## config.mk

```make
export PLATFORM = sky130hd
export DESIGN_NAME = vc_input_port
export DESIGN_NICKNAME = d
export VERILOG_FILES = /design/src/rtl/vc_input_port.sv
export SDC_FILE = /design/constraint.sdc
export NUM_CORES = 1
export LEC_CHECK = 0
export CELL_PAD_IN_SITES_DETAIL_PLACEMENT = 1
export CELL_PAD_IN_SITES_GLOBAL_PLACEMENT = 1
export CORE_ASPECT_RATIO = 1.4
export CORE_MARGIN = 2
export CORE_UTILIZATION = 59
export DETAILED_ROUTE_END_ITERATION = 6
export DONT_BUFFER_PORTS = 1
export PLACE_DENSITY = 0.88
export SYNTH_ARGS = -nofsm -noshare
export SYNTH_HDL_FRONTEND = slang
export SYNTH_SLANG_ARGS = --single-unit
```

## constraint.sdc

```tcl
create_clock -name clk -period 9.9 [get_ports clk]
set_input_delay 1.98 -clock clk [delete_from_list [all_inputs] [get_ports clk]]
set_output_delay 1.98 -clock clk [all_outputs]
set_load 0.01 [all_outputs]
```

## src/rtl/vc_input_port.sv

```systemverilog
// Router input port: V virtual-channel FIFOs of depth B, a round-robin VC arbiter, and per-VC credit return.
// Optional feature macro: VC_PORT_ERRCHK_EN adds a sticky overflow_err output.
module vc_input_port #(
  parameter int FW = 36,
  parameter int P  = 7,
  parameter int V  = 2,
  parameter int B  = 4,
  parameter int VW = (V > 1) ? $clog2(V) : 1
) (
  input  logic          clk,
  input  logic          rst_n,
  input  logic          flit_in_wr,
  input  logic [FW-1:0] flit_in,
  input  logic [VW-1:0] flit_in_vc,
  output logic [V-1:0]  credit_out,
  output logic [P-1:0]  dest_port_req,
  input  logic [P-1:0]  outport_available,
  input  logic          grant,
  output logic [FW-1:0] flit_to_crossbar,
  output logic [VW-1:0] flit_to_crossbar_vc
`ifdef VC_PORT_ERRCHK_EN
  ,
  output logic          overflow_err
`endif
);

  localparam int PW = $clog2(B);
  localparam int CW = $clog2(B + 1);

  logic [FW-1:0] mem    [V][B];
  logic [PW-1:0] wr_ptr [V];
  logic [PW-1:0] rd_ptr [V];
  logic [CW-1:0] count  [V];
  logic [VW-1:0] rr_ptr;

  logic [FW-1:0] head [V];
  logic [V-1:0]  eligible;
  logic          sel_valid;
  logic [VW-1:0] sel_vc;
  logic [VW-1:0] rr_next;
  logic [FW-1:0] hold_flit;
  logic [VW-1:0] hold_vc;
  logic          pop;
  logic [V-1:0]  pop_vec;
  logic [V-1:0]  push_vec;
  logic          in_range;

  always_comb begin
    for (int v = 0; v < V; v++) begin
      head[v]     = mem[v][rd_ptr[v]];
      eligible[v] = (count[v] != '0) && ((head[v][P-1:0] & outport_available) != '0);
    end
  end

  // Round-robin search: first eligible VC at or after rr_ptr, wrapping modulo V.
  always_comb begin
    int idx;
    sel_valid = 1'b0;
    sel_vc    = '0;
    idx       = 0;
    for (int i = 0; i < V; i++) begin
      idx = int'(rr_ptr) + i;
      if (idx >= V) idx = idx - V;
      if (!sel_valid && eligible[idx]) begin
        sel_valid = 1'b1;
        sel_vc    = VW'(idx);
      end
    end
  end

  // Flit outputs fall back to the last offered flit when nothing is eligible.
  assign dest_port_req       = sel_valid ? head[sel_vc][P-1:0] : '0;
  assign flit_to_crossbar    = sel_valid ? head[sel_vc] : hold_flit;
  assign flit_to_crossbar_vc = sel_valid ? sel_vc : hold_vc;

  assign pop      = grant && sel_valid;
  assign in_range = int'(flit_in_vc) < V;
  assign rr_next  = (int'(sel_vc) + 1 >= V) ? '0 : sel_vc + VW'(1);

  // A full VC still accepts a write when the same VC is popped on this edge.
  always_comb begin
    for (int v = 0; v < V; v++) begin
      pop_vec[v]  = pop && (sel_vc == VW'(v));
      push_vec[v] = flit_in_wr && in_range && (flit_in_vc == VW'(v)) &&
                    ((count[v] != CW'(B)) || pop_vec[v]);
    end
  end

  // NOTE: flit storage carries no reset; occupancy is tracked by count, so stale data is never offered.
  always_ff @(posedge clk) begin
    for (int v = 0; v < V; v++) begin
      if (push_vec[v]) mem[v][wr_ptr[v]] <= flit_in;
    end
  end

  // NOTE: all sequential state uses non-blocking assignments so every register samples pre-edge values.
  always_ff @(posedge clk or negedge rst_n) begin
    if (!rst_n) begin
      for (int v = 0; v < V; v++) begin
        wr_ptr[v] <= '0;
        rd_ptr[v] <= '0;
        count[v]  <= '0;
      end
      rr_ptr     <= '0;
      credit_out <= '0;
      hold_flit  <= '0;
      hold_vc    <= '0;
    end else begin
      for (int v = 0; v < V; v++) begin
        if (push_vec[v]) wr_ptr[v] <= wr_ptr[v] + PW'(1);
        if (pop_vec[v])  rd_ptr[v] <= rd_ptr[v] + PW'(1);
        if (push_vec[v] && !pop_vec[v])      count[v] <= count[v] + CW'(1);
        else if (pop_vec[v] && !push_vec[v]) count[v] <= count[v] - CW'(1);
      end
      credit_out <= pop_vec;
      if (pop) rr_ptr <= rr_next;
      if (sel_valid) begin
        hold_flit <= head[sel_vc];
        hold_vc   <= sel_vc;
      end
    end
  end

`ifdef VC_PORT_ERRCHK_EN
  logic [V-1:0] full_drop;
  logic         drop;

  always_comb begin
    for (int v = 0; v < V; v++) begin
      full_drop[v] = (flit_in_vc == VW'(v)) && (count[v] == CW'(B)) && !pop_vec[v];
    end
  end

  assign drop = flit_in_wr && (!in_range || (full_drop != '0));

  always_ff @(posedge clk or negedge rst_n) begin
    if (!rst_n)    overflow_err <= 1'b0;
    else if (drop) overflow_err <= 1'b1;
  end
`endif

endmodule
```

# After elaboration in Yosys (flattened, before gate mapping)
# Memory sizes are Yosys's and may differ from the RTL's.
# Cells that the tools add are included.
dict set report classes {
  muxes 40
  n_eq_ne 2
  n_addsub 13
  reduce_logical 30
  n_bitwise 9
  order_cmp 12
}
# operator count
set ops {}
lappend ops {{$mux W144} 4}
lappend ops {{$mux W36} 10}
lappend ops {{$bmux W36 S2} 2}
lappend ops {{$demux W36 S2} 2}
lappend ops {{$reduce_or A144 Y1} 1}
lappend ops {{$lt A32 B3 Y1 const B} 2}
lappend ops {{$mux W32} 2}
lappend ops {{$logic_and A1 B1 Y1} 16}
lappend ops {{$mux W1} 15}
lappend ops {{$and A7 B7 Y7} 2}
lappend ops {{$reduce_bool A7 Y1} 2}
lappend ops {{$ge A3 B3 Y1 const B} 4}
lappend ops {{$mux W3} 4}
lappend ops {{$not A2 Y3} 4}
lappend ops {{$add A2 B1 Y2 const B} 4}
lappend ops {{$mux W7} 1}
lappend ops {{$add A3 B1 Y3 const B} 2}
lappend ops {{$ge A2 B2 Y1 const B} 3}
lappend ops {{$lt A3 B1 Y1 const B} 2}
lappend ops {{$ne A3 B3 Y1 const B} 2}
lappend ops {{$reduce_bool A3 Y1} 2}
lappend ops {{$sub A3 B1 Y3 const B} 2}
lappend ops {{$logic_not A1 Y1} 5}
lappend ops {{$add A1 B1 Y2 const B} 2}
lappend ops {{other kinds (8)} 11}
dict set report word_totals {
  mem_count 1
  in_bits 48
  reg_bits 54
  ram_bits 288
  elab_cells 117
  out_inout_bits 46
}
# name depth word_bits rd rd_clocked_by_memory_dff write_ports line_no
set memory_table {}
lappend memory_table {mem 2 144 2 0 1 30} ;# logic [FW-1:0] mem [V][B];

# Longest topological paths before layout
# Gate-level depths: netlist of run 1.
dict set report depth {
  ltp_word 22
  ltp_mapped 15
  mapped_depth_nobuf 12
}

# Least setup slack after synthesis of run 1
# Ideal clock, no wire load.
dict set report synth_timing {
  path_kind {input -> output}
  from {input outport_available[0]}
  to {output flit_to_crossbar[10]}
  setup_slack_ps 4299
  path_buffers 2
  required_time_ps 7920
  arrival_time_ps 3621
  stages 9
  cell_sequence {nand2_1 -> o22a_1 -> o211ai_1 -> o31a_1 -> a21oi_1 -> clkbuf_1 -> buf_1 -> a32oi_1 -> nand2_1}
}
dict set report synth_via {
  elab_chain_len 15
  word_cells_on_any_way 23
  cone_classes {14 x mux; 3 x bitwise; 6 x reduce/logical}
}
# item line_no
set synth_rtl {}
lappend synth_rtl {{start, declared} 17} ;# input logic [P-1:0] outport_available,
lappend synth_rtl {{$and A7 B7 Y7} 51} ;# eligible[v] = (count[v] != '0) && ((head[v][P-1:0] & outport_available) != '0);
lappend synth_rtl {{$reduce_bool A7 Y1} 51}
lappend synth_rtl {{$logic_and A1 B1 Y1} 51}
lappend synth_rtl {{$mux W1 (implied by the code) (3 in series)} 64} ;# if (!sel_valid && eligible[idx]) begin
lappend synth_rtl {{$mux W1} 64}
lappend synth_rtl {{$logic_not A1 Y1} 64}
lappend synth_rtl {{$logic_and A1 B1 Y1} 64}
lappend synth_rtl {{$mux W1} 64}
lappend synth_rtl {{$not A1 Y2 (implied by the code)} 73} ;# assign flit_to_crossbar = sel_valid ? head[sel_vc] : hold_flit;
lappend synth_rtl {{$mux W36 (implied by the code) (3 in series)} 73}
lappend synth_rtl {{$mux W36 *} --}
lappend synth_rtl {{end, declared} 19} ;# output logic [FW-1:0] flit_to_crossbar,
# Mark *: on every way between the ends. The rest lies on a longest branch, timed or not. The select of a mux whose other input is x is not followed.

# Worst setup path in the final report of run 1
dict set report layout_timing {
  from {register rd_ptr[1] (netlist bit)}
  to {output flit_to_crossbar[31]}
}
dict set report layout_via {
  elab_chain_len 19
  word_cells_on_any_way 24
  cone_classes {17 x mux; 3 x bitwise; 4 x reduce/logical}
}
# item line_no
set layout_rtl {}
lappend layout_rtl {{start, declared} 32} ;# logic [PW-1:0] rd_ptr [V];
lappend layout_rtl {{start signal, assigned by index} 111} ;# if (pop_vec[v]) rd_ptr[v] <= rd_ptr[v] + PW'(1);
lappend layout_rtl {{$not A2 Y3 (implied by the code) *} 50} ;# head[v] = mem[v][rd_ptr[v]];
lappend layout_rtl {{$bmux W36 S2 *} 50}
lappend layout_rtl {{$mux W36 (implied by the code) * (2 in series)} 50}
lappend layout_rtl {{$and A7 B7 Y7} 51}
lappend layout_rtl {{$reduce_bool A7 Y1} 51}
lappend layout_rtl {{$logic_and A1 B1 Y1} 51}
lappend layout_rtl {{$mux W1 (implied by the code) (3 in series)} 64}
lappend layout_rtl {{$mux W1} 64}
lappend layout_rtl {{$logic_not A1 Y1} 64}
lappend layout_rtl {{$logic_and A1 B1 Y1} 64}
lappend layout_rtl {{$mux W1} 64}
lappend layout_rtl {{$not A1 Y2 (implied by the code)} 73}
lappend layout_rtl {{$mux W36 (implied by the code) (3 in series)} 73}
lappend layout_rtl {{$mux W36 *} --}
# Marked as above.

==> summary.md, run 1 <==
| Metric | Value |
|---|---|
| Least-Margin Pin Slew | between 1 and 1.5 ns |
| Yosys warning count | 0 |
| Core Box Area | 0.0219 mm² |
| Area contributors post-synth | edfxtp_1 (65%), mux4_2 (11%), dfrtp_1 (10%) |
| Hold Vio Cnt, Final | 0 |
| Total Wirelength | 31.0 mm |
| Vias in the first global route | 7541 |
| Clock buffer count from CTS | 31 |
| Fin crit period | 6.92 ns |
| Max-cap violation count | 0 |
| Detailed placement HPWL | ~17 mm |
| N_diodes | 0 |
| Clock power share | 0.245 |
| Worst rel slew slack | 0.100 |
| Post-Layout Cell Count | 1005 |
| Syn Std Cell Area | 0.0133 mm² |
| Top cell type's share of synthesized area | 0.652 |
| Sw Ratio | 0.362 |
| Post-route DRC | 0 |
| Clock Tree Root | clkbuf_16 |
| Routed Antenna Nets | 0 |
| Initial core utilization | 0.604 |
| Switch Pwr | roughly 1800 µW |
| Nets | 745 |
| I/O pin cnt | 94 |
| Post-CTS Setup Bufs | 0 |
| CTS clk-pin slew, worst paths | 0.07 ns |
| Clock buffer depth | 3 |
| Comb pwr share | 0.346 |
| Yosys reg bits | 342 |
| IO buf count | 0 |
| Final setup margin | 2.98 ns |
| DR pass1 iterations | 4 |
| Final Max Slew Viols | 0 |
| Mean post-synth cell area | 19.5 µm² |
| Crit Path Class | reg2out |
| Worst Path Required | 7.92 ns |
| Multi-input logic area | 0.00309 mm² |
| Commonest cells in the netlist | edfxtp_1 (288), nand2_1 (72), mux4_2 (66) |
| Sequential-to-total area share from yosys stat | 0.754 |
| Internal power | about 3200 µW |
| Worst-path fanout max | 39 |
| Share of cells above drive strength 1 | 0.206 |
| Cell with the most instances after synthesis | edfxtp_1 |
| Die Y | 181 µm |
| Via count | 6673 |
| Mapped Nets | 740 |
| Total power draw | 4960 µW |
| Clock sink total | ~340 |
| Area leader, netlist | edfxtp_1 |
| Post-synth EDFFs | 288 |
| Largest net degree at the start of global routing | 55 |
| Post-CTS Hold Fix Bufs | 0 |
| Reg area | approximately 0.01 mm² |
| CTS tree | done |
| Worst setup SP type | flop |
| Fin area | 0.0146 mm² |
| Tcrit/Tclk final | 0.699 |
| Die extent in x | 131 µm |
| Row count | 64 |
| Async S/R FF share, synth | 0.158 |
| Worst skew pair latency | 0.56 ns |
| H-Tree Depth | 1 |
| Dpl ws | between 3 and 4 ns |
| Status | completed |
| Arr. time, crit path | roughly 4.9 ns |
| Max rail drop VDD | 0.197 mV |
| Worst setup EP type | primary output |
| Syn-to-layout area delta | 10.3% |
| P_leak | 0.00494 µW |
| Fmax achieved | 145 MHz |
| Hold Path Class | reg2reg |
| Dpl cell area | between 0.01 and 0.015 mm² |
| Inst Count DP | 948 |
| Overflow after GRT | 0 |
| Post-CTS Resized | 0 |
| Global-route usage over all layers | 0.269 |
| TNS Setup | 0 ns |
| Full die area | 0.0237 mm² |
| Fillers | ~1.8k |
| Setup Viol. Count Final | 0 |
| Pwr dens | 339 mW/mm² |
| Cells after Synth | 680 |
| Seq pwr share | 0.409 |
| Initial antenna violation count | 0 |
| Drt first-iter violations | ~470 |
| Top FF cell, synth | edfxtp_1 |
| Cell variety after synth | 43 |
| Global-route wire length before repair | 46.4 mm |
| RSZ-0062 raised after global routing | false |
| Wire per inst | 30.9 µm |
| Placer Congestion | between 0.8 and 0.9 |
| Avg Vias per Cell | roughly 6.6 |
| Layout Skew | 0.0137 ns |
## per-stage QoR
stage / hold WS [ns] / utilization
4_1_cts: 0.534 / 0.665
3_3_place_gp: 0.500 / 0.618
6_report: 0.538 / 0.666
3_5_place_dp: 0.521 / 0.618
2_1_floorplan: 0.471 / -
5_1_grt: 0.572 / 0.666
## cell usage in the layout, fill, tap and decap left out, drive strengths merged, types with 4 or more instances in the layout
master / netlist / routed
nor2: 9 / 9
ha: 10 / 10
xnor2: 8 / 8
o22ai: 7 / 7
a32oi: 29 / 29
inv: 14 / 15
a21oi: 10 / 10
edfxtp: 288 / 288
mux2: 11 / 11
buf: 12 / 7
nand2: 72 / 72
o21ai: 6 / 6
dfrtp: 54 / 54
and2: 8 / 8
bufinv: 0 / 5
xor2: 4 / 4
clkinv: 0 / 7
clkbuf: 23 / 40
mux2i: 13 / 13
a22o: 6 / 6
mux4: 66 / 66
nand3: 4 / 4
## worst paths after layout
kind | slack (ns) | endpoint | cells past startpoint | startpoint
max | 2.98 | flit_to_crossbar[31] | 8 | rd_ptr[1]
min | 0.54 | rr_ptr | 1 | rr_ptr
max reg2reg | 4.28 | mem[0][54] | 8 | rd_ptr[1]
min reg2reg | 0.54 | rr_ptr | 1 | rr_ptr
max in group asynchronous | 8.67 | hold_flit[23] | 0 | rst_n
min in group asynchronous | 1.11 | hold_flit[2] | 0 | rst_n
## registers in the layout (all words and copies together), names as in the netlist
name	count
hold_vc	1
wr_ptr	4
hold_flit	36
mem	288
credit_out	2
rd_ptr	4
rr_ptr	1
count	6
## routing by layer
layer / track usage / wire length (µm)
met5: 0 / 0
met4: 0.114 / 1240
met3: 0.0466 / 2100
met2: 0.452 / 15900
met1: 0.349 / 11700
## cell families (layout without fill, tap and decap cells)
| logic type | count (synthesis) | count (layout) | share of synthesized area |
|---|---|---|---|
| buffers and inverters | 49 | 77 | 0.0148 |
| DFF | 342 | 342 | 0.754 |
| and+or+nand+nor | 97 | 97 | 0.0302 |
| muxes | 90 | 90 | 0.131 |
| xor gates and xnor gates | 12 | 12 | 0.00793 |
| adders and majority gates | 12 | 12 | 0.0125 |
| AOI/OAI and AO/OA | 78 | 78 | 0.0493 |
## cell type report
type / count / share of cell area
Clock inverter: 16 / 0.0147
Sequential cell: 342 / 0.684
Clock buffer: 40 / 0.0554
Tap cell: 297 / 0.0254
Timing Repair Buffer: 7 / 0.00496
Multi-Input combinational cell: 289 / 0.212
Inverter: 14 / 0.00359
## worst max-delay path, cell delays in order (launching register included)
cell and delay (ns):
dfrtp_2 1.13, mux4_2 0.49, a22o_1 0.28, a211o_1 0.29, o32ai_4 0.72, o21a_1 0.66, buf_4 0.46, nand2_1 0.12
nand2_1 0.16
## power groups by stage
stage | Clock, µW | Combinational (µW) | Sequential [µW]
after floorplan | 0 | 1260 | 1940
after global placement | 0 | 1580 | 2020
after detailed placement | 0 | 1660 | 2050
after CTS | 1230 | 1700 | 2030
after global routing | 1270 | 1830 | 2050
final | 1220 | 1720 | 2030
No activity file was read; power rests on OpenSTA's default activity.
==> run 2: changes to the inputs <==
- CORE_UTILIZATION: 59 -> 49
- PLACE_DENSITY: 0.88 -> 0.78
- clock period: 9.9 -> 5.6 ns (I/O delays scaled with it)
==> run 2 against run 1 <==
Compared with the run above:
- clock skew rose by 0.00052 ns
- non-clock buffer count rose by 7
- wire length fell by 3.1%
- sequential power rose by 76%
- register-to-register slack got worse by 3.4 ns
- count of clock-buffer cells in the layout rose by 11
- die area rose by 20%
- via count fell by 2.4%
- first-iteration DRC count fell by 5.3%
- critical endpoint is now flit_to_crossbar[35]
- largest power group unchanged
- highest routed layer unchanged
==> summary.md, run 2 (same netlist as run 1, synthesis figures left out) <==
| Metric | Value |
|---|---|
| Status | completed |
| Global-route wire length before repair | 45.4 mm (-2.1%) |
| Worst R2R End | count[4] |
| I/O pin cnt | 94 (unchanged) |
| Final Max Slew Viols | 0 (unchanged) |
| Largest net degree at the start of global routing | 55 (unchanged) |
| Worst rel slew slack | 0.249 (+0.149) |
| Most common cell on crit path | nand2_1 |
| Worst-path cell chain | mux4_2, a22o_1, a211o_1, o32ai_4, buf_4, o21a_2, nand2_1, nand2_1 |
| Clock buffer count from CTS | 34 (+9.7%) |
| Number of flip-flops in the largest register | 288 (unchanged) |
| Slowest cell on crit path | dfrtp_2 |
| Hold Path Class | in2async |
| Fmax achieved | 188 MHz |
| Drt first-iter violations | 447 (-5.3%) |
| Final design utilization | 0.556 (-0.110) |
| Buf/Inv on CP | 1 (unchanged) |
| Post-route DRC | 0 (unchanged) |
| Initial antenna violation count | 0 (unchanged) |
| Crit Path Class | reg2out |
| Hold Vio Cnt, Final | 0 (unchanged) |
| P_leak | 0.00505 µW (+2.2%) |
| RSZ-0062 raised after global routing | false |
| Die extent in x | 143 µm (+9.4%) |
| Max rail drop VDD | 0.291 mV (+47%) |
| Vias in the first global route | 7404 (-1.8%) |
| Initial core utilization | 0.496 (-0.108) |
| Overflow after GRT | 0 (unchanged) |
| DR pass1 iterations | 5 (+1) |
| Clock sink total | 342 (unchanged) |
| Worst setup SP type | flop |
| Row count | 71 (+11%) |
| Nets | 755 (+1.3%) |
| Pwr dens | 594 mW/mm² (+75%) |
| Worst setup EP type | primary output |
| Clock Tree Root | clkbuf_16 |
| Syn-to-layout area delta | 12.2% |
| Worst Path Required | 4.48 ns (-3.44 ns) |
| FF-to-FF setup slack | 0.85 ns (-3.43 ns) |
| CTS tree | done |
| H-Tree Depth | 2 (+1) |
| Wire per inst | 27.7 µm (-10%) |
| Register-to-Register Path Depth | 11 (+3) |
| RR Startpoint | rd_ptr[0] |
| Via count | 6516 (-2.4%) |
| Most frequent cells in the layout | edfxtp_1 (288), nand2_1 (72), mux4_2 (66), dfrtp_1 (50), clkbuf_16 (37) |
| CTS clk-pin slew, worst paths | 0.06 ns (about the same) |
| Detailed placement HPWL | 18.7 mm (+6.8%) |
| IO buf count | 0 (unchanged) |
| Worst-path fanout max | 38 (-2.6%) |
| Placer Congestion | 0.815 (-0.96%) |
| Full die area | 0.0284 mm² (+20%) |
| Clock buffer depth | 3 (unchanged) |
| Total power draw | 8830 µW (+78%) |
| Critical Path Max Stage Delay | 0.91 ns (-0.22 ns) |
| Post-CTS Resized | 0 (unchanged) |
| N_diodes | 0 (unchanged) |
| Share of cells above drive strength 1 | 0.225 (+0.0185) |
| Global-route usage over all layers | 0.220 (-0.0490) |
| Avg Vias per Cell | 6.00 (-9.6%) |
| Post-Layout Cell Count | 1086 (+8.1%) |
| Total Wirelength | 30.1 mm (-3.1%) |
| Inst Count DP | 1024 (+8.0%) |
| Die Y | 199 µm (+9.5%) |
| Fin crit period | 5.31 ns |
| Max-cap violation count | 0 (unchanged) |
| Crit-path leading delay family | compound AO/OA/AOI/OAI gates |
| Layout Skew | 0.0142 ns (+0.000521 ns) |
| Setup Viol. Count Final | 0 (unchanged) |
| Arr. time, crit path | 4.19 ns (-0.75 ns) |
| Tcrit/Tclk final | 0.949 |
| Post-CTS Setup Bufs | 0 (unchanged) |
| Worst skew pair latency | 0.51 ns (-0.05 ns) |
| TNS Setup | 0 ns (unchanged) |
| Least-Margin Pin Slew | 1.13 ns (-0.224 ns) |
| Routed Antenna Nets | 0 (unchanged) |
| Post-CTS Hold Fix Bufs | 0 (unchanged) |
| Fillers | 2311 (+29%) |
| Core Box Area | 0.0267 mm² (+22%) |
| Most common cell after layout, fill and taps aside | edfxtp_1 |
## run 2: worst max path at each step
stage	to	start	slack (ns)	depth (start not counted)
final	flit_to_crossbar[35]	rd_ptr[0]	0.29	8
after global routing	flit_to_crossbar[17]	rd_ptr[0]	0.04	8
after CTS	flit_to_crossbar[35]	rd_ptr[0]	0.21	8
after detailed placement	flit_to_crossbar[35]	rd_ptr[0]	0.73	8
after global placement	dest_port_req[4]	rd_ptr[0]	0.89	7
after floorplan	flit_to_crossbar[10]	outport_available[0]	1.72	9
## run 2: cell type report
class	instances	area [µm²]	area share
sequential	342	10000	0.673
multi-input combinational	289	3100	0.208
clock buffer	51	1020	0.0685
tap	365	457	0.0307
clock inverter	11	139	0.00934
timing repair buffer	14	105	0.00707
inverter	14	52.6	0.00353
## run 2: through the flow
step	setup WS, ns	area, µm²	hold slack, ns
5_1_grt	0.0434	14900	0.286
3_3_place_gp	0.892	13700	0.521
3_5_place_dp	0.734	13700	0.533
4_1_cts	0.206	14900	0.284
2_1_floorplan	1.72	13300	0.471
6_report	0.286	14900	0.309
## run 2: worst reg2reg max path, delay by kind of cell (launching register included)
kind	cells	cell delay [ns]
buf+inv	2	0.35
fa+ha+maj	2	0.72
flops	1	0.91
compound gates	4	1.44
simple gates	1	0.28
mux	2	0.95
## run 2: where the power goes
| group | total [µW] | internal (µW) | switching [µW] |
|---|---|---|---|
| Sequential | 3570 | 3280 | 297 |
| Combinational | 2950 | 1040 | 1910 |
| Clock | 2310 | 1400 | 909 |
## run 2: routing by layer
layer / share of wire / up-vias / track usage
li1: - / 2765 / -
met1: 0.36 / 3479 / 0.254
met2: 0.55 / 221 / 0.400
met3: 0.064 / 51 / 0.0494
met4: 0.029 / 0 / 0.0799
met5: 0 / - / 0
